### config.mk
export PLATFORM = sky130hd
export DESIGN_NAME = l2_cache_control
export DESIGN_NICKNAME = d
export VERILOG_FILES = /design/src/rtl/l2_cache_control.sv
export SDC_FILE = /design/constraint.sdc
export NUM_CORES = 1
export LEC_CHECK = 0
export BUFFER_PORTS_ARGS = -buffer_cell sky130_fd_sc_hd__clkbuf_2
export CORE_UTILIZATION = 43
export DETAILED_ROUTE_END_ITERATION = 6
export GPL_TIMING_DRIVEN = 0
export PLACE_DENSITY = 0.73
export REMOVE_ABC_BUFFERS = 1
export SETUP_SLACK_MARGIN = 0.15
export SLEW_MARGIN = 15
export SYNTH_ARGS = -nofsm -noshare
export SYNTH_HDL_FRONTEND = slang
export SYNTH_SLANG_ARGS = --single-unit
### constraint.sdc
create_clock -name clk -period 3.3 [get_ports clk]
set_clock_uncertainty 0.1 [all_clocks]
set_input_delay 0.495 -clock clk [delete_from_list [all_inputs] [get_ports clk]]
set_output_delay 0.495 -clock clk [all_outputs]
set_load 0.01 [all_outputs]
### src/rtl/l2_cache_control.sv
// l2_cache_control: L2 controller FSM answering the arbiter handshake; tag check, dirty-victim
// writeback, line allocate from pmem, LRU/dirty strobes and saturating hit/miss counters.
module l2_cache_control #(
  parameter int WAY_W = 1,
  parameter int CNT_W = 32
) (
  input  logic             clk,
  input  logic             rst_n,
  input  logic             i_mem_read,
  input  logic             i_mem_write,
  output logic             o_mem_resp,
  input  logic             i_hit,
  input  logic [WAY_W-1:0] i_hit_way,
  input  logic [WAY_W-1:0] i_lru_way,
  input  logic             i_victim_dirty,
  output logic             o_pmem_read,
  output logic             o_pmem_write,
  input  logic             i_pmem_resp,
  output logic [WAY_W-1:0] o_way_sel,
  output logic             o_data_src,
  output logic             o_addr_sel,
  output logic             o_load_data,
  output logic             o_load_tag,
  output logic             o_set_dirty,
  output logic             o_clear_dirty,
  output logic             o_load_lru,
  output logic [CNT_W-1:0] o_hit_count,
  output logic [CNT_W-1:0] o_miss_count
);
  typedef enum logic [1:0] {IDLE, CHECK, WRITEBACK, ALLOCATE} state_t;
  state_t r_state, w_next;
  logic r_refill;
  logic [CNT_W-1:0] r_hit_count, r_miss_count;
  logic w_req, w_count;
  assign w_req = i_mem_read | i_mem_write;
  // the post-refill re-check is a guaranteed hit and must not skew the statistics
  assign w_count = (r_state == CHECK) && w_req && !r_refill;
  assign o_hit_count = r_hit_count;
  assign o_miss_count = r_miss_count;
  always_ff @(posedge clk or negedge rst_n) begin
    if (!rst_n) begin
      r_state <= IDLE;
      r_refill <= 1'b0;
      r_hit_count <= '0;
      r_miss_count <= '0;
    end else begin
      r_state <= w_next;
      if (r_state == ALLOCATE && i_pmem_resp) r_refill <= 1'b1;
      else if (r_state == CHECK) r_refill <= 1'b0;
      if (w_count && i_hit && !(&r_hit_count)) r_hit_count <= r_hit_count + 1'b1;
      if (w_count && !i_hit && !(&r_miss_count)) r_miss_count <= r_miss_count + 1'b1;
    end
  end
  always_comb begin
    w_next = r_state;
    o_mem_resp = 1'b0;
    o_pmem_read = 1'b0;
    o_pmem_write = 1'b0;
    o_way_sel = '0;
    o_data_src = 1'b0;
    o_addr_sel = 1'b0;
    o_load_data = 1'b0;
    o_load_tag = 1'b0;
    o_set_dirty = 1'b0;
    o_clear_dirty = 1'b0;
    o_load_lru = 1'b0;
    case (r_state)
      IDLE: w_next = w_req ? CHECK : IDLE;
      CHECK: begin
        if (!w_req) w_next = IDLE;
        else if (i_hit) begin
          w_next = IDLE;
          o_mem_resp = 1'b1;
          o_load_lru = 1'b1;
          o_way_sel = i_hit_way;
          o_load_data = i_mem_write;
          o_set_dirty = i_mem_write;
        end else w_next = i_victim_dirty ? WRITEBACK : ALLOCATE;
      end
      WRITEBACK: begin
        o_pmem_write = 1'b1;
        o_addr_sel = 1'b1;
        o_way_sel = i_lru_way;
        w_next = i_pmem_resp ? ALLOCATE : WRITEBACK;
      end
      ALLOCATE: begin
        o_pmem_read = 1'b1;
        o_way_sel = i_lru_way;
        o_load_data = i_pmem_resp;
        o_data_src = i_pmem_resp;
        o_load_tag = i_pmem_resp;
        o_clear_dirty = i_pmem_resp;
        w_next = i_pmem_resp ? CHECK : ALLOCATE;
      end
      default: w_next = IDLE;
    endcase
  end
endmodule

==> results.py, run 1 <==
metrics = {
    "outcome": {
        "outcome": "completed",
    },
    "power": {
        "p_per_area_nw_per_um2": 532,
        "fin_total_pwr_w": 0.00207,
        "power.leakage_nw": 1.89,
        "vdd_drop_max_mv": 0.300,
    },
    "routing": {
        "viasPerCell": 5.14,
        "initialDrtViolationCount": 143,
        "dr_total_vias": 2471,
        "dr.pass1.iters": 4,
        "post_drt_wl_per_cell_um": 13.2,
        "drc": 0,
        "drt_wl_total_um": 6360,
        "antenna_left": 0,
    },
    "sta": {
        "timing.fmax_mhz": 371,
        "worstMarginPinSlew_ps": 813,
        "tns_ps": 0,
        "min_period_ps": 2700,
        "drv_slew": 0,
        "slew_headroom_pct": 45.0,
        "final_hold_viol_count": 0,
        "worst_slack_ps": 603,
        "rsz0062_at_grt": "no",
        "setup_violations": 0,
        "finalCritPeriodShare_pct": 81.7,
    },
    "yosys": {
        "seq_area_frac_synth_pct": 53.0,
        "synth-edff-count": 0,
        "async_reset_ff_share_pct": 100,
        "ys_warn_count": 0,
        "avgSynthCellArea_um2": 10.8,
        "netlist_area_um2": 3160,
        "postSynthCellCount": 293,
        "ys_types": 37,
        "ys.flop_type": "dfrtp_1",
        "ys_ff_latch": 67,
    },
    "clocking": {
        "cts_tree": "done",
        "cts_buffers": 9,
        "cts_sinks": 67,
        "clock_latency_ps": 340,
        "htreeDepth": 3,
        "cts-root-buf": "clkbuf_8",
        "clkSlewWorstSetupHoldPaths_ps": 70,
        "cts.path.max_buffers": 2,
        "post-cts-setup-buffer-count": 0,
    },
    "global_route": {
        "grt_overflow": 0,
        "grt_usage_pct": 18.0,
        "grt_max_degree": 53,
        "grt_antenna_before_repair": 0,
        "grt_pass1_vias": 2217,
        "grt_pass1_wl_um": 10500,
    },
    "finish": {
        "drive_above_1_share_pct": 27.8,
        "seqCellArea_um2": 1680,
        "final_cell_count_no_fill": 481,
        "num-fill-cells": 605,
        "fin_nets": 393,
        "final_cell_mix": "clkbuf_2 (82), dfrtp_1 (67), xnor2_1 (46)",
        "final_core_util_pct": 56.1,
        "multi_input_area_um2": 1430,
        "diodes": 0,
        "final_common_cell": "clkbuf_2",
        "area_growth_pct": 23.2,
    },
    "worst_setup_path": {
        "startpoint": "r_state[1]$_DFF_PN0_",
        "start_kind": "flip-flop",
        "timing.rr.start": "r_state[1]$_DFF_PN0_",
        "critPathRequiredTime_ps": 3420,
        "arrival_ps": 2820,
        "critPathCaptureType": "flip-flop",
        "critical_path_class": "reg -> reg",
        "path_max_fanout": 8,
    },
    "run": {
        "max_cap_violations": 0,
    },
    "place": {
        "port_buffers": 83,
        "place_ws_ps": 544,
        "dp_cells": 466,
        "place.gp.congestion": 0.793,
        "dp_hpwl_um": 4760,
    },
    "min_path": {
        "hold_start": "i_pmem_resp",
        "hp-class": "in -> reg",
    },
    "floorplan": {
        "fp-row-count": 30,
        "io_pins": 84,
        "die_area_um2": 7700,
        "start_util_pct": 45.5,
        "fp.coreArea_um2": 6940,
        "die_h_um": 87.8,
        "die_w_um": 87.8,
    },
}
==> stage by stage <==
step | cell area, µm² | hold slack (ps)
finish | 3890 | 306
global route | 3890 | 304
CTS | 3890 | 294
detailed placement | 3680 | 312
global placement | 3650 | 374
floorplan | 3120 | 99.4
==> layout make-up <==
cell class | count | area share (%)
timing repair buffer | 85 | 11.7
multi-input combinational | 216 | 36.7
clock buffer | 12 | 4.24
tap | 96 | 3.08
inverter | 3 | 0.289
clock inverter | 2 | 0.899
sequential | 67 | 43.0
==> power breakdown <==
group	switching (W)	internal, W	total [W]
clock network	0.000290	0.000401	0.000692
logic	0.000196	0.000176	0.000372
registers	0.000108	0.000900	0.00101
total	0.000595	0.00148	0.00207
==> synth_stat cells (2+ instances only) <==
cell	number	share of area, %
buf_4	4	0.95
nand4_1	24	4.7
and2_1	4	0.79
and4_1	4	1.1
dfrtp_1	67	53
and3_1	19	3.8
xnor2_1	46	13
a31oi_1	2	0.40
xor2_1	16	4.4
nor2b_1	2	0.40
nand3_1	21	3.3
nor3_1	3	0.47
inv_1	3	0.36
mux2_2	2	0.71
a21oi_1	4	0.63
nor4_1	3	0.59
or3_1	3	0.59
or2_2	2	0.40
nand2_1	27	3.2
ha_1	2	0.79
nor2_1	19	2.3
==> worst max-delay path, stage by stage, from the launching register on <==
cell,delay (ps)
dfrtp_1,440
nand2b_1,210
nor4b_1,700
nand3_1,230
a21oi_1,540
nand4_1,200
xnor2_1,160
==> layer usage <==
layer / GRT usage (%) / share of wire, % / wire length (µm)
met1: 23.7 / 46 / 2930
met2: 27.6 / 48 / 3070
met3: 4.15 / 3.5 / 220
met4: 9.39 / 2.1 / 135
met5: 0 / 0 / 0
==> what timing repair did <==
item	in CTS	in global routing
hold buffers	1	0
hold endpoints to repair	15	0
resized for setup	0	0
==> final timing paths <==
| path | to | slack, ps | cells after the start |
|---|---|---|---|
| hold reg to reg | o_hit_count[8]$_DFFE_PN0P_ | 390 | 1 |
| hold / removal | r_state[0]$_DFF_PN0_ | 310 | 3 |
| min in group asynchronous | o_miss_count[8]$_DFFE_PN0P_ | 490 | 2 |
| setup / recovery | o_hit_count[13]$_DFFE_PN0P_ | 600 | 6 |
| max in group asynchronous | o_hit_count[19]$_DFFE_PN0P_ | 2090 | 3 |
| setup reg to reg | o_hit_count[13]$_DFFE_PN0P_ | 600 | 6 |
==> kinds of logic after synthesis <==
| family | share of synthesized area, % |
|---|---|
| fa+ha+maj | 0.791 |
| compound gates | 2.89 |
| xor+xnor | 17.2 |
| mux | 0.712 |
| flops | 53.0 |
| buf+inv | 1.70 |
| simple gates | 23.7 |
==> state kept, by name, indices dropped and copies added (netlist names) <==
signal / flops
o_hit_count: 32
o_miss_count: 32
r_state: 2
r_refill: 1
(Power assumes the default switching activity.)
==> inputs of run 2 (changes only) <==
==> constraint.sdc (replaced) <==
create_clock -name clk -period 2.62 [get_ports clk]
set_clock_uncertainty 0.1 [all_clocks]
set_input_delay 0.393 -clock clk [delete_from_list [all_inputs] [get_ports clk]]
set_output_delay 0.393 -clock clk [all_outputs]
set_load 0.01 [all_outputs]
==> run 2 against run 1 <==
Effect of this change: register-to-register slack worse by 400 ps; worst setup slack worse by 400 ps; hold slack worse by 110 ps; combinational power is 30% higher; highest routed layer unchanged.
==> results.py, run 2 (same netlist as run 1, synthesis figures left out) <==
metrics = {
    "clocking": {
        "post-cts-setup-buffer-count": 0,
        "cts_sinks": 67,
        "clock_latency_ps": 340,
        "cts_tree": "done",
        "cts-root-buf": "clkbuf_8",
        "cts_buffers": 9,
        "cts.path.max_buffers": 2,
        "clkSlewWorstSetupHoldPaths_ps": 60,
        "htreeDepth": 3,
    },
    "worst_setup_path": {
        "critPathRequiredTime_ps": 2790,
        "path_cells": "nand2b_2, or4_4, a211o_1, or3_4, nor4_4, xor2_1",
        "path_max_fanout": 8,
        "crit_family": "simple AND/OR/NAND/NOR gates",
        "cpPeakStageDelay_ps": 460,
        "slowest_stage": "dfrtp_1",
        "critPathCaptureType": "flip-flop",
        "arrival_ps": 2590,
        "path_buf_inv": 0,
        "critical_path_class": "reg -> reg",
        "start_kind": "flip-flop",
    },
    "finish": {
        "fin_nets": 393,
        "final_cell_count_no_fill": 481,
        "drive_above_1_share_pct": 29.6,
        "final_cell_mix": "clkbuf_2 (82), dfrtp_1 (67), xnor2_1 (46)",
        "diodes": 0,
        "area_growth_pct": 24.7,
        "final_common_cell": "clkbuf_2",
    },
    "run": {
        "max_cap_violations": 0,
    },
    "global_route": {
        "gr-usage-met3_pct": 4.15,
        "grt_busiest_layer": "met2",
        "grt_max_degree": 53,
        "grt_util_met1_pct": 23.7,
        "grt_antenna_before_repair": 0,
        "grt_pass1_vias": 2219,
        "grt_overflow": 0,
        "grt_pass1_wl_um": 10500,
        "use_met2_pct": 27.6,
        "grt_usage_pct": 18.0,
    },
    "floorplan": {
        "die_w_um": 87.8,
        "die_h_um": 87.8,
        "die_area_um2": 7700,
        "start_util_pct": 45.5,
        "fp.coreArea_um2": 6940,
        "fp-row-count": 30,
        "io_pins": 84,
    },
    "place": {
        "place.gp.congestion": 0.793,
        "dp_hpwl_um": 4760,
        "dp_cells": 466,
        "port_buffers": 83,
    },
    "sta": {
        "slew_headroom_pct": 47.8,
        "rsz0062_at_grt": "yes",
        "min_period_ps": 2420,
        "final_hold_viol_count": 0,
        "worstMarginPinSlew_ps": 779,
        "holdWs_ps": 200,
        "timing.fmax_mhz": 413,
        "finalCritPeriodShare_pct": 92.3,
        "setup_violations": 0,
        "drv_slew": 0,
    },
    "routing": {
        "antenna_left": 0,
        "drc": 0,
        "viasPerCell": 5.12,
        "dr.pass1.iters": 4,
        "drt_wl_total_um": 6510,
        "post_drt_wl_per_cell_um": 13.5,
        "dr_total_vias": 2465,
        "initialDrtViolationCount": 115,
    },
    "power": {
        "p_per_area_nw_per_um2": 669,
        "power.leakage_nw": 1.90,
        "vdd_drop_max_mv": 0.379,
    },
    "outcome": {
        "outcome": "completed",
    },
    "min_path": {
        "hp-class": "in -> reg",
    },
}
[run 2: power by group]
group          internal (W)  switching (W)
logic              0.000228       0.000256
clock network      0.000505       0.000371
registers           0.00113       0.000146
[run 2: per-stage QoR]
step | cell area, µm² | TNS (ps) | worst slack [ps] | util, % | total power (W)
2_1_floorplan | 3120 | 0 | 356 | - | 0.00154
3_3_place_gp | 3650 | -503 | -84.0 | 52.6 | 0.00174
3_5_place_dp | 3680 | -378 | -83.7 | 53.1 | 0.00176
4_1_cts | 3900 | 0 | 164 | 56.2 | 0.00264
5_1_grt | 3940 | 0 | 106 | 56.8 | 0.00277
6_report | 3940 | 0 | 202 | 56.8 | 0.00264
[run 2: layout make-up]
type,instances,area (µm²)
fill,599,3000
inverter,3,11.3
clock buffer,12,165
clock inverter,2,35.0
tap,96,120
sequential,67,1680
multi-input combinational,216,1480
timing repair buffer,85,455
[run 2: final timing paths]
| kind | startpoint | to | slack, ps | cells past startpoint |
|---|---|---|---|---|
| worst max-delay path | r_state[1]$_DFF_PN0_ | o_miss_count[30]$_DFFE_PN0P_ | 200 | 6 |
| worst min-delay path | i_pmem_resp | r_state[0]$_DFF_PN0_ | 200 | 3 |
| worst max register to register | r_state[1]$_DFF_PN0_ | o_miss_count[30]$_DFFE_PN0P_ | 200 | 6 |
| worst min register to register | o_hit_count[8]$_DFFE_PN0P_ | o_hit_count[8]$_DFFE_PN0P_ | 390 | 1 |
| max in group asynchronous | rst_n | o_hit_count[19]$_DFFE_PN0P_ | 1510 | 3 |
| min in group asynchronous | rst_n | o_miss_count[8]$_DFFE_PN0P_ | 380 | 2 |
[run 2: repair_timing]
action | CTS | global route
hold endpoints to repair | 15 | 0
endpoints found under the setup margin | 19 | 32
hold buffers | 1 | 0
gates resized for setup | 1 | 8
[run 2: worst register-to-register path, delay by kind of cell, from the launching register on]
kind,cells,cell delay [ps]
compound gates,1,360
xor+xnor,1,160
simple gates,4,1270
flops,1,460
[run 2: layer usage]
layer / routed length (µm) / vias to the layer above
met2: 3180 / 48
met5: 0 / -
met3: 238 / 11
met4: 134 / 0
li1: - / 1204
met1: 2960 / 1202
